## src/rtl/card_shoe_pkg.sv

```systemverilog
// Shared types, deck constants and the slot-index decode for the card shoe.
package card_pkg;

  typedef logic [3:0] rank_t;
  typedef logic [1:0] suit_t;

  localparam int DECK_SIZE  = 52;
  localparam int RANK_COUNT = 13;

  localparam rank_t RANK_A = 4'd1;
  localparam rank_t RANK_J = 4'd11;
  localparam rank_t RANK_Q = 4'd12;
  localparam rank_t RANK_K = 4'd13;

  typedef enum logic [1:0] {
    ST_IDLE,
    ST_SHUFFLE,
    ST_SEARCH,
    ST_PRESENT
  } shoe_state_t;

  typedef struct packed {
    rank_t rank;
    suit_t suit;
  } card_t;

  // Slot idx maps to rank idx%13+1 and suit idx/13; compare chain avoids a divider.
  function automatic card_t decode_idx(input logic [5:0] idx);
    card_t c;
    if (idx < 6'(RANK_COUNT)) begin
      c.suit = 2'd0;
      c.rank = rank_t'(idx + 6'd1);
    end else if (idx < 6'(2 * RANK_COUNT)) begin
      c.suit = 2'd1;
      c.rank = rank_t'(idx - 6'(RANK_COUNT - 1));
    end else if (idx < 6'(3 * RANK_COUNT)) begin
      c.suit = 2'd2;
      c.rank = rank_t'(idx - 6'(2 * RANK_COUNT - 1));
    end else begin
      c.suit = 2'd3;
      c.rank = rank_t'(idx - 6'(3 * RANK_COUNT - 1));
    end
    return c;
  endfunction

endpackage

```

## src/rtl/card_shoe_if.sv

```systemverilog
// Request/response bundle between the round controller (master) and the shoe (slave).
interface card_shoe_if;
  import card_pkg::*;

  logic       deal_req;
  logic       new_shoe;
  logic       card_valid;
  rank_t      card;
  suit_t      suit;
  logic       busy;
  logic [5:0] cards_left;
  logic       shoe_empty;

  modport master (
    output deal_req, new_shoe,
    input  card_valid, card, suit, busy, cards_left, shoe_empty
  );

  modport slave (
    input  deal_req, new_shoe,
    output card_valid, card, suit, busy, cards_left, shoe_empty
  );
endinterface

```

## src/rtl/card_shoe_lfsr.sv

```systemverilog
// Free-running 16-bit Galois LFSR, x^16+x^14+x^13+x^11+1, right-shifting.
module shoe_lfsr #(
  parameter logic [15:0] SEED = 16'hACE1
) (
  input  logic        clk,
  input  logic        rst,
  output logic [15:0] state_o
);

  logic [15:0] lfsr_q, lfsr_d;

  assign lfsr_d  = {1'b0, lfsr_q[15:1]} ^ (lfsr_q[0] ? 16'hB400 : 16'h0000);
  assign state_o = lfsr_q;

  always_ff @(posedge clk) begin
    if (rst) lfsr_q <= SEED;
    else     lfsr_q <= lfsr_d;
  end

endmodule

```

## src/rtl/card_shoe.sv

```systemverilog
// Single-deck shoe dealing without replacement; auto-reshuffles when exhausted.
// CARD_SHOE_SEQ_EN: start every search at slot 0 for a deterministic deal order.
//
// state   | meaning
// IDLE    | waiting for deal_req / new_shoe
// SHUFFLE | one cycle after the deck was returned to the shoe
// SEARCH  | probing slots from idx for an undealt card
// PRESENT | card_valid strobe, card/suit hold the dealt card
module card_shoe
  import card_pkg::*;
#(
  parameter logic [15:0] SEED = 16'hACE1
) (
  input  logic        CLOCK_50,
  input  logic        rst,
  card_shoe_if.slave  bus
);

  shoe_state_t state_q, state_d;
  logic [51:0] used_q, used_d;
  logic [5:0]  idx_q, idx_d;
  logic [5:0]  left_q, left_d;
  rank_t       card_q, card_d;
  suit_t       suit_q, suit_d;
  logic        auto_q, auto_d;

  logic [15:0] lfsr;
  logic [5:0]  start_idx;
  logic        lfsr_unused;
  card_t       dec;

  shoe_lfsr #(.SEED(SEED)) u_lfsr (
    .clk     (CLOCK_50),
    .rst     (rst),
    .state_o (lfsr)
  );

`ifdef CARD_SHOE_SEQ_EN
  assign start_idx   = '0;
  assign lfsr_unused = ^lfsr;
`else
  assign start_idx   = (lfsr[5:0] >= 6'(DECK_SIZE)) ? lfsr[5:0] - 6'(DECK_SIZE) : lfsr[5:0];
  assign lfsr_unused = ^lfsr[15:6];
`endif

  assign dec = decode_idx(idx_q);

  // The deck is refilled on the edge into SHUFFLE so cards_left reads 52 during it.
  always_comb begin
    state_d = state_q;
    used_d  = used_q;
    idx_d   = idx_q;
    left_d  = left_q;
    card_d  = card_q;
    suit_d  = suit_q;
    auto_d  = auto_q;
    if (bus.new_shoe) begin
      state_d = ST_SHUFFLE;
      auto_d  = 1'b0;
      used_d  = '0;
      left_d  = 6'(DECK_SIZE);
    end else begin
      case (state_q)
        ST_IDLE: begin
          if (bus.deal_req) begin
            if (left_q == '0) begin
              state_d = ST_SHUFFLE;
              auto_d  = 1'b1;
              used_d  = '0;
              left_d  = 6'(DECK_SIZE);
            end else begin
              state_d = ST_SEARCH;
              idx_d   = start_idx;
            end
          end
        end
        ST_SHUFFLE: begin
          if (auto_q) begin
            state_d = ST_SEARCH;
            idx_d   = start_idx;
          end else begin
            state_d = ST_IDLE;
          end
        end
        ST_SEARCH: begin
          if (!used_q[idx_q]) begin
            used_d[idx_q] = 1'b1;
            left_d        = left_q - 6'd1;
            card_d        = dec.rank;
            suit_d        = dec.suit;
            state_d       = ST_PRESENT;
          end else begin
            idx_d = (idx_q == 6'(DECK_SIZE - 1)) ? '0 : idx_q + 6'd1;
          end
        end
        ST_PRESENT: state_d = ST_IDLE;
        default:    state_d = ST_IDLE;
      endcase
    end
  end

  always_ff @(posedge CLOCK_50) begin
    if (rst) begin
      state_q <= ST_IDLE;
      used_q  <= '0;
      idx_q   <= '0;
      left_q  <= 6'(DECK_SIZE);
      card_q  <= '0;
      suit_q  <= '0;
      auto_q  <= 1'b0;
    end else begin
      state_q <= state_d;
      used_q  <= used_d;
      idx_q   <= idx_d;
      left_q  <= left_d;
      card_q  <= card_d;
      suit_q  <= suit_d;
      auto_q  <= auto_d;
    end
  end

  assign bus.card_valid = (state_q == ST_PRESENT);
  assign bus.busy       = (state_q != ST_IDLE);
  assign bus.card       = card_q;
  assign bus.suit       = suit_q;
  assign bus.cards_left = left_q;
  assign bus.shoe_empty = (left_q == '0);

endmodule

```

## src/flat_wrapper.sv

```systemverilog
// flat-port wrapper written by rule: the top's interface ports become plain ports
module card_shoe_flat import card_pkg::*;
#(
  parameter logic [15:0] SEED = 16'hACE1
)
  (CLOCK_50, rst, bus_deal_req, bus_new_shoe, bus_card_valid, bus_card, bus_suit, bus_busy, bus_cards_left, bus_shoe_empty);
  card_shoe_if bus_i ();
  input  logic CLOCK_50;
  input  logic rst;
  input wire logic [$bits(bus_i.deal_req)-1:0] bus_deal_req;
  input wire logic [$bits(bus_i.new_shoe)-1:0] bus_new_shoe;
  output wire logic [$bits(bus_i.card_valid)-1:0] bus_card_valid;
  output wire logic [$bits(bus_i.card)-1:0] bus_card;
  output wire logic [$bits(bus_i.suit)-1:0] bus_suit;
  output wire logic [$bits(bus_i.busy)-1:0] bus_busy;
  output wire logic [$bits(bus_i.cards_left)-1:0] bus_cards_left;
  output wire logic [$bits(bus_i.shoe_empty)-1:0] bus_shoe_empty;
  assign bus_i.deal_req = bus_deal_req;
  assign bus_i.new_shoe = bus_new_shoe;
  assign bus_card_valid = bus_i.card_valid;
  assign bus_card = bus_i.card;
  assign bus_suit = bus_i.suit;
  assign bus_busy = bus_i.busy;
  assign bus_cards_left = bus_i.cards_left;
  assign bus_shoe_empty = bus_i.shoe_empty;
  card_shoe #(.SEED(SEED)) u_core (.CLOCK_50(CLOCK_50), .rst(rst), .bus(bus_i));
endmodule
```

## config.mk

```make
export PLATFORM = sky130hd
export DESIGN_NAME = card_shoe_flat
export DESIGN_NICKNAME = d
export VERILOG_FILES = /design/src/rtl/card_shoe_pkg.sv /design/src/rtl/card_shoe_if.sv /design/src/rtl/card_shoe_lfsr.sv /design/src/rtl/card_shoe.sv /design/src/flat_wrapper.sv
export SDC_FILE = /design/constraint.sdc
export NUM_CORES = 1
export LEC_CHECK = 0
export CAP_MARGIN = 5
export CORE_MARGIN = 2
export CORE_UTILIZATION = 60
export DETAILED_ROUTE_END_ITERATION = 8
export GPL_ROUTABILITY_DRIVEN = 0
export PLACE_DENSITY = 0.79
export RECOVER_POWER = 50
export SLEW_MARGIN = 20
export SYNTH_ARGS = -nofsm -noshare
export SYNTH_HDL_FRONTEND = slang
export SYNTH_SLANG_ARGS = --single-unit
```

## constraint.sdc

```tcl
create_clock -name CLOCK_50 -period 7.6 [get_ports CLOCK_50]
set_input_delay 1.9 -clock CLOCK_50 [delete_from_list [all_inputs] [get_ports CLOCK_50]]
set_output_delay 1.9 -clock CLOCK_50 [all_outputs]
set_load 0.02 [all_outputs]
```

==> results of run 1 <==
## where the power goes
| part | leakage (uW) | internal (uW) | total, uW | switching, uW |
|---|---|---|---|---|
| Sequential | 0.000723 | 474 | 487 | 13.0 |
| Combinational | 0.000927 | 29.3 | 78.2 | 48.9 |
| Clock | 0.0000917 | 151 | 322 | 171 |
| Total | 0.00174 | 655 | 888 | 233 |
## area by class of cell
| type | instances | area, um2 | area share [%] |
|---|---|---|---|
| Multi-Input combinational cell | 324 | 2320 | 49.4 |
| Sequential cell | 89 | 1780 | 37.9 |
| Tap cell | 99 | 124 | 2.63 |
| Inverter | 23 | 86.3 | 1.83 |
| Clock inverter | 6 | 67.6 | 1.44 |
| Clock buffer | 9 | 124 | 2.63 |
| Timing Repair Buffer | 21 | 199 | 4.23 |
## worst max-delay path, cell delays in order
cell,delay (ns)
dlygate4sd3_1,0.53
clkbuf_1,0.47
nor2_1,0.61
o21ai_0,0.53
nor4_4,0.83
a32o_1,0.28
## routing by layer
layer	wire, um	up-vias	global-route usage, %
li1	-	1704	-
met1	4520	1749	36.2
met2	4550	114	40.5
met3	541	16	4.80
met4	127	0	7.73
met5	0	-	0
## kinds of logic (layout without fill, tap and decap cells)
kind of cell,Yosys count,in the layout,synth area share [%]
multiplexers,26,26,8.14
flip-flops,89,89,40.9
adder cells (fa/ha/maj),17,17,4.89
buffers and inverters,51,59,5.49
AO/OA/AOI/OAI,130,130,21.5
XOR/XNOR,6,6,1.21
AND/OR/NAND/NOR,145,145,17.8
## worst max-delay path by stage
stage                                           to  slack, ns  depth (start not counted)
global route        u_core.used_q[10]$_SDFFE_PP0P_       2.52                          6
detailed placement   u_core.used_q[8]$_SDFFE_PP0P_       3.24                          6
CTS                                 bus_shoe_empty       3.36                          5
finish               u_core.used_q[9]$_SDFFE_PP0P_       2.74                          6
floorplan           u_core.used_q[47]$_SDFFE_PP0P_       4.20                          5
global placement    u_core.used_q[10]$_SDFFE_PP0P_       3.28                          6
## synthesized netlist by cell type, types with 6 or more instances
cell      count  share of area, %
a211oi_1      6               1.0
a21oi_1      16               1.8
a31oi_1       8               1.2
a32o_1       20               4.6
clkbuf_1     17               1.5
dfxtp_1      89                41
ha_1         17               4.9
inv_1        23               2.0
mux2i_1      20               4.6
nand2_1      52               4.5
nand3_1       9               1.0
nor2_1       26               2.2
nor2b_1       7               1.0
nor3_1        8              0.92
o21ai_0      24               2.8
o21ai_1      12               1.4
o21ai_2       7               1.4
or2_2         7               1.0
xnor2_1       6               1.2
## metrics by stage
step           setup WS, ns  util (%)  std cells  cell area (um2)  hold slack, ns
3_5_place_dp           3.24      63.6        556             4540           0.397
5_1_grt                2.52      66.0        571             4710           0.423
4_1_cts                3.36      66.3        571             4730           0.418
2_1_floorplan          4.20         -        464             4350           0.389
3_3_place_gp           3.28      63.6        556             4540           0.392
6_report               2.74      66.0        571             4710           0.415
## flip-flops by register name (all words and copies together) (netlist names)
register / flops
u_core.used_q: 52
u_core.u_lfsr.state_o: 16
u_core.state_q: 2
u_core.auto_q: 1
u_core.bus.card: 4
u_core.idx_q: 6
u_core.bus.cards_left: 6
u_core.bus.suit: 2
## layout by cell type, fill, tap and decap left out, types with 4 or more instances in the layout
master / count
nor3_1: 9
o21ai_0: 26
mux4_1: 5
dfxtp_1: 88
or2_2: 7
clkbuf_8: 9
dlygate4sd3_1: 14
a31oi_1: 8
a211oi_1: 6
o211ai_1: 4
or4_1: 4
ha_1: 17
nand3_1: 9
o21ai_2: 6
nand2_1: 52
o31ai_1: 4
mux2i_1: 20
o21ai_1: 11
nor2_1: 26
nor2b_1: 7
a32o_1: 20
xnor2_1: 6
clkdlybuf4s50_1: 4
inv_1: 23
nand2b_1: 5
a21oi_1: 16
a22oi_1: 4
==> metrics.md, run 1 <==
| Metric | Value |
|---|---|
| Ant diodes | 0 |
| Skew-Pair Late Insertion Delay | 0.36 ns |
| ANT nets after route | 0 |
| Slew HR | 19.7% |
| Pin count of the biggest net entering global routing | 53 |
| Clk sinks | 89 |
| Worst vdd ir | 0.000121 V |
| Syn nets | 485 |
| Clock Tree Root | clkbuf_8 |
| Num rows | 31 |
| Sequential area share after synthesis | 40.9% |
| Fmax | 206 MHz |
| Syn avg cell area | 9.38 um2 |
| Unrepaired setup endpoints after global routing | no |
| Worst min path class | flop to flop |
| H-tree lvl count | 3 |
| Clock buffer depth | 2 |
| I/O pin cnt | 19 |
| Synthesized flop and latch total | 89 |
| Post-synth ARST share | 0% |
| R2r endpoint | u_core.idx_q[1]$_SDFFE_PP0P_ |
| TNS Setup | 0 ns |
| Synth warn | 0 |
| Drt total wl | 9750 um |
| DRC viols | 0 |
| Max cap viols | 0 |
| Post-DP HPWL | 6610 um |
| Register clock-pin slew on the reported worst setup and hold paths | 0.08 ns |
| EDFF count, synth | 0 |
| First-pass GRT wire length | 15,700 um |
| Die Y | 89.2 um |
| Critical Path Source Type | input pin |
| Initial antenna violation count | 0 |
| Netlist cell types | 65 |
| Fin. Hold Viols | 0 |
| Syn Inst Count | 464 |
| PwrDens | 189 nW/um2 |
| Critical Path RT | 7.90 ns |
| Top FF cell, synth | dfxtp_1 |
| Crit share post-route | 63.9% |
| Vias | 3,583 |
| Hold depth | 1 |
| CP Launch Point | rst |
| Fill count | 607 |
| CTS-repair resized insts | 0 |
| RR Startpoint | u_core.idx_q[0]$_SDFFE_PP0P_ |
| Hold_sp | u_core.u_lfsr.state_o[12]$_SDFF_PP0_ |
| CP Capture Type | flop |
| Net count, final | 489 |
| Critical Path Fanout Max | 29 |
| Max Slew Vio Count | 0 |
| DRT iter0 DRCs | 341 |
| Vias/cell | 6.27 |
| Setup-failing EPs final | 0 |
| Layout area overhead | 8.17% |
| Grt total ovfl | 0 |
| Post-route minimum period | 4.86 ns |
| Vias in the first global route | 3,188 |
| Die Width | 89.2 um |
| Routed len/inst | 17.1 um |
| CTS tree | yes |
| I/O Buffers | 18 |
| CP arrival | 5.15 ns |
| Worst slew pin tran | 1.19 ns |
| Layout cells sized above 1 | 9.96% |
| Setup slack, reg-to-reg | 3.70 ns |
| Initial core utilization | 61.0% |
| Number of CTS-inserted buffers | 9 |
| R2R depth | 7 |
| Critical path class | input pin to flop |
| Synth Cell Area | 4350 um2 |
| Die area | 7950 um2 |
| Clock Skews | 0.00919 ns |
| Total track usage | 25.8% |
| Status | finished clean |
| Core Footprint | 7140 um2 |
| Hold Buf Count CTS | 0 |
| First-pass detailed-route iteration total | 5 |
| Hold Crit Endpoint | u_core.u_lfsr.state_o[11]$_SDFF_PP1_ |
| Lkg Pwr | 0.00174 uW |
| Post-CTS Setup Bufs | 0 |
| Total power | 888 uW |
(Power assumes the default switching activity.)
==> run 2, diff against run 1 <==
--- a/config.mk
+++ b/config.mk
@@ -7,10 +7,10 @@
 export LEC_CHECK = 0
 export CAP_MARGIN = 5
 export CORE_MARGIN = 2
-export CORE_UTILIZATION = 60
+export CORE_UTILIZATION = 54
 export DETAILED_ROUTE_END_ITERATION = 8
 export GPL_ROUTABILITY_DRIVEN = 0
-export PLACE_DENSITY = 0.79
+export PLACE_DENSITY = 0.75
 export RECOVER_POWER = 50
 export SLEW_MARGIN = 20
 export SYNTH_ARGS = -nofsm -noshare
==> constraint.sdc (replaced) <==
create_clock -name CLOCK_50 -period 4.35 [get_ports CLOCK_50]
set_input_delay 1.0875 -clock CLOCK_50 [delete_from_list [all_inputs] [get_ports CLOCK_50]]
set_output_delay 1.0875 -clock CLOCK_50 [all_outputs]
set_load 0.02 [all_outputs]
==> metrics.md, run 2 (synthesis gave the netlist of run 1 again) <==
| Metric | Value |
|---|---|
| Post-route minimum period | 3.63 ns |
| DRC viols | 0 |
| Vias | 3,523 |
| Slowest cell on crit path | nor4_4 |
| Pin count of the biggest net entering global routing | 34 |
| CTS-repair resized insts | 0 |
| Critical Path RT | 4.65 ns |
| Most frequent cells in the layout | 89 x dfxtp_1, 52 x nand2_1, 26 x nor2_1, 25 x o21ai_0, 23 x inv_1 |
| Post-CTS Setup Bufs | 0 |
| CP arrival | 3.93 ns |
| Number of CTS-inserted buffers | 9 |
| Final Util | 61.0% |
| Slew HR | 24.0% |
| Critical Path Source Type | input pin |
| R2r endpoint | u_core.used_q[9]$_SDFFE_PP0P_ |
| Clock Skews | 0.0101 ns |
| H-tree lvl count | 3 |
| CP peak stage delay | 0.80 ns |
| Fill count | 688 |
| Fmax | 276 MHz |
| R2R depth | 9 |
| Max cap viols | 0 |
| Layout area overhead | 8.88% |
| Pre-CTS setup slack | 0.895 ns |
| Clock Tree Root | clkbuf_8 |
| Worst slew pin tran | 1.14 ns |
| Vias in the first global route | 3,195 |
| RR Startpoint | u_core.state_q[0]$_SDFFE_PP0P_ |
| Initial core utilization | 56.0% |
| Num rows | 32 |
| Largest Register | u_core.used_q |
| Setup-failing EPs final | 0 |
| I/O Buffers | 18 |
| Total track usage | 24.1% |
| Register clock-pin slew on the reported worst setup and hold paths | 0.08 ns |
| Critical Path Fanout Max | 29 |
| DRT iter0 DRCs | 307 |
| CTS tree | yes |
| Post-DP HPWL | 6830 um |
| Sequential cell area | 1780 um2 |
| CP Capture Type | flop |
| Fin. Hold Viols | 0 |
| Ant diodes | 0 |
| Hold Buf Count CTS | 0 |
| Area of the multi-input gates | 2330 um2 |
| Drt total wl | 9910 um |
| Crit share post-route | 83.4% |
| Skew-Pair Late Insertion Delay | 0.36 ns |
| Grt total ovfl | 0 |
| Vias/cell | 6.11 |
| Worst vdd ir | 0.000256 V |
| Hold_sp | u_core.u_lfsr.state_o[8]$_SDFF_PP0_ |
| Most common cell after layout, fill and taps aside | dfxtp_1 |
| First-pass detailed-route iteration total | 5 |
| First-pass GRT wire length | 16,500 um |
| Clock buffer depth | 2 |
| Max reg flops | 52 |
| Setup slack, reg-to-reg | 0.77 ns |
| PwrDens | 328 nW/um2 |
| Core Footprint | 7770 um2 |
| Layout cells sized above 1 | 10.1% |
| Critical path class | input pin to flop |
| Status | finished clean |
| Worst min path class | flop to flop |
| Die Y | 93.8 um |
| Routed len/inst | 17.2 um |
| Clk sinks | 89 |
| Lkg Pwr | 0.00177 uW |
| Die Width | 93.8 um |
| Final hold slack | 0.413 ns |
| I/O pin cnt | 19 |
| Hold Crit Endpoint | u_core.u_lfsr.state_o[7]$_SDFF_PP1_ |
| Initial antenna violation count | 0 |
| CP cell instances | dlygate4sd3_1, clkbuf_1, nor2_1, buf_4, o21ai_0, nor4_4, a32o_1 |
| TNS Setup | 0 ns |
| Hold depth | 1 |
| Unrepaired setup endpoints after global routing | no |
| ANT nets after route | 0 |
| Die area | 8790 um2 |
| Net count, final | 492 |
| Final setup margin | 0.724 ns |
| Max Slew Vio Count | 0 |
run 2: routing by layer:
metal / GRT usage [%] / vias to the layer above / wire, um
met4: 9.66 / 0 / 153
met2: 36.5 / 121 / 4560
met1: 34.4 / 1685 / 4640
met5: 0 / - / 0
li1: - / 1702 / -
met3: 3.77 / 15 / 561
run 2: critical path: cells and delay by family:
family                 cells  cell delay (ns)
buffers and inverters      3             1.18
AND/OR/NAND/NOR            2             1.03
AO/OA/AOI/OAI              2             0.63
run 2: worst max path at each step:
stage | to | cells after the start | slack, ns | start
2_1_floorplan | u_core.used_q[15]$_SDFFE_PP0P_ | 9 | 1.70 | u_core.bus.cards_left[0]$_SDFFE_PP0P_
3_3_place_gp | u_core.used_q[8]$_SDFFE_PP0P_ | 5 | 0.90 | bus_deal_req
3_5_place_dp | u_core.used_q[9]$_SDFFE_PP0P_ | 5 | 0.90 | bus_deal_req
4_1_cts | bus_shoe_empty | 5 | 0.93 | u_core.bus.cards_left[0]$_SDFFE_PP0P_
5_1_grt | u_core.used_q[38]$_SDFFE_PP0P_ | 7 | 0.41 | rst
6_report | u_core.used_q[9]$_SDFFE_PP0P_ | 7 | 0.72 | rst
run 2: metrics by stage:
step / total power [uW] / instance area [um2] / std cells
floorplan: 970 / 4350 / 464
global placement: 1010 / 4560 / 562
detailed placement: 1010 / 4560 / 562
CTS: 1570 / 4760 / 577
global route: 1620 / 4740 / 577
finish: 1560 / 4740 / 577
run 2: final cells by class:
cell class              count  area share (%)
clock inverters             3           0.845
flip-flops and latches     89            37.6
inverters                  23            1.82
clock buffers              12            3.27
repair buffers             24            4.67
well taps                 102            2.69
multi-input cells         324            49.1
run 2: power breakdown:
part           internal [uW]  leakage (uW)  switching [uW]  total, uW
logic                   52.3      0.000941            88.4        141
registers                829      0.000722            19.5        848
clock network            292      0.000102             275        567
==> run 3, diff against run 2 <==
==> constraint.sdc (replaced) <==
create_clock -name CLOCK_50 -period 3.19 [get_ports CLOCK_50]
set_input_delay 0.7975 -clock CLOCK_50 [delete_from_list [all_inputs] [get_ports CLOCK_50]]
set_output_delay 0.7975 -clock CLOCK_50 [all_outputs]
set_load 0.02 [all_outputs]
==> metrics.md, run 3 (synthesis gave the netlist of run 1 again) <==
| Metric | Value |
|---|---|
| Number of CTS-inserted buffers | 9 |
| Max cap viols | 0 |
| Pre-CTS setup slack | 0.412 ns |
| Total power | 2210 uW |
| Ant diodes | 0 |
| PwrDens | 456 nW/um2 |
| Worst slew pin tran | 1.15 ns |
| Vias in the first global route | 3,361 |
| CP Launch Point | u_core.idx_q[0]$_SDFFE_PP0P_ |
| Worst vdd ir | 0.000237 V |
| Slowest cell on crit path | mux4_1 |
| Slew HR | 23.3% |
| CP cell instances | mux4_1, o2111ai_1, and3b_1, a21oi_2, nor4_4, a32o_1 |
| Critical path class | flop to flop |
| Post-CTS Setup Bufs | 0 |
| Setup slack, reg-to-reg | 0.33 ns |
| Initial antenna violation count | 0 |
| Critical Path Source Type | flop |
| Setup-failing EPs final | 0 |
| Vias | 3,559 |
| Net count, final | 504 |
| Die area | 8790 um2 |
| CP arrival | 3.16 ns |
| Layout area overhead | 11.4% |
| First-pass detailed-route iteration total | 5 |
| DRC viols | 0 |
| ANT nets after route | 0 |
| Unrepaired setup endpoints after global routing | no |
| I/O Buffers | 18 |
| RR Startpoint | u_core.idx_q[0]$_SDFFE_PP0P_ |
| Num rows | 32 |
| Skew-Pair Late Insertion Delay | 0.35 ns |
| Metal2 WL | 4750 um |
| Routed len/inst | 17.3 um |
| CP peak stage delay | 0.62 ns |
| Post-DP HPWL | 7130 um |
| TNS Setup | 0 ns |
| Metal-1 WL | 4730 um |
| DRT iter0 DRCs | 337 |
| Final hold slack | 0.416 ns |
| Die Width | 93.8 um |
| I/O pin cnt | 19 |
| Worst min path class | flop to flop |
| Pin count of the biggest net entering global routing | 29 |
| Clock Tree Root | clkbuf_8 |
| Crit path max-delay family | simple AND/OR/NAND/NOR gates |
| Most common cell after layout, fill and taps aside | dfxtp_1 |
| Lkg Pwr | 0.00186 uW |
| Most frequent cells in the layout | 89 x dfxtp_1, 52 x nand2_1, 26 x nor2_1, 25 x o21ai_0, 23 x inv_1 |
| Final setup margin | 0.330 ns |
| Buf/Inv on CP | 0 |
| Register clock-pin slew on the reported worst setup and hold paths | 0.08 ns |
| Clk sinks | 89 |
| CP Capture Type | flop |
| WL met3 | 493 um |
| Fin. Hold Viols | 0 |
| Drt total wl | 10,200 um |
| Largest Register | u_core.used_q |
| Layout cells sized above 1 | 12.8% |
| Critical Path Fanout Max | 14 |
| CP Depth | 6 |
| Max Slew Vio Count | 0 |
| R2R depth | 6 |
| Initial core utilization | 56.0% |
| CP endpoint | u_core.used_q[9]$_SDFFE_PP0P_ |
| Total track usage | 24.9% |
| Vias/cell | 6.05 |
| R2r endpoint | u_core.used_q[9]$_SDFFE_PP0P_ |
| Max reg flops | 52 |
| Status | finished clean |
| H-tree lvl count | 3 |
| Fmax | 350 MHz |
| Die Y | 93.8 um |
| First-pass GRT wire length | 17,000 um |
| Clock buffer depth | 2 |
| Grt total ovfl | 0 |
| Clock Skews | 0.00863 ns |
| Top Layer Used | met4 |
| Post-route minimum period | 2.86 ns |
| Core Footprint | 7770 um2 |
| CTS tree | yes |
| Critical Path RT | 3.49 ns |
| Crit share post-route | 89.7% |
run 3: cell type report:
| type | instances | area (um2) |
|---|---|---|
| inverters | 23 | 86.3 |
| repair buffers | 36 | 312 |
| well taps | 102 | 128 |
| clock buffers | 11 | 151 |
| flip-flops and latches | 89 | 1780 |
| fillers | 689 | 2920 |
| clock inverters | 3 | 65.1 |
| multi-input cells | 324 | 2320 |
run 3: routing by layer:
| metal | global-route usage (%) | vias up |
|---|---|---|
| li1 | - | 1725 |
| met1 | 35.1 | 1711 |
| met2 | 37.8 | 106 |
| met3 | 3.61 | 17 |
| met4 | 11.0 | 0 |
| met5 | 0 | - |
run 3: per-stage QoR:
step / cell area (um2) / util (%) / std cells
2_1_floorplan: 4350 / - / 464
3_3_place_gp: 4650 / 59.9 / 574
3_5_place_dp: 4650 / 59.9 / 574
4_1_cts: 4870 / 62.7 / 588
5_1_grt: 4850 / 62.4 / 588
6_report: 4850 / 62.4 / 588
run 3: worst min path at each step:
stage	startpoint	to	cells after the start
3_3_place_gp	u_core.u_lfsr.state_o[12]$_SDFF_PP0_	u_core.u_lfsr.state_o[11]$_SDFF_PP1_	1
5_1_grt	u_core.u_lfsr.state_o[6]$_SDFF_PP1_	u_core.u_lfsr.state_o[5]$_SDFF_PP1_	1
6_report	u_core.u_lfsr.state_o[12]$_SDFF_PP0_	u_core.u_lfsr.state_o[11]$_SDFF_PP1_	1
4_1_cts	u_core.u_lfsr.state_o[8]$_SDFF_PP0_	u_core.u_lfsr.state_o[7]$_SDFF_PP1_	1
3_5_place_dp	u_core.u_lfsr.state_o[8]$_SDFF_PP0_	u_core.u_lfsr.state_o[7]$_SDFF_PP1_	1
2_1_floorplan	u_core.u_lfsr.state_o[12]$_SDFF_PP0_	u_core.u_lfsr.state_o[11]$_SDFF_PP1_	1
run 3: repair_timing:
item,4_1_cts,5_1_grt
endpoints found under the hold margin,0,0
setup endpoints to repair,0,1
hold buffers,0,0
resized for setup,0,1
run 3: power by group:
group / internal (uW) / switching (uW)
clock network: 474 / 372
registers: 1130 / 19.8
logic: 80.7 / 132
total: 1690 / 524
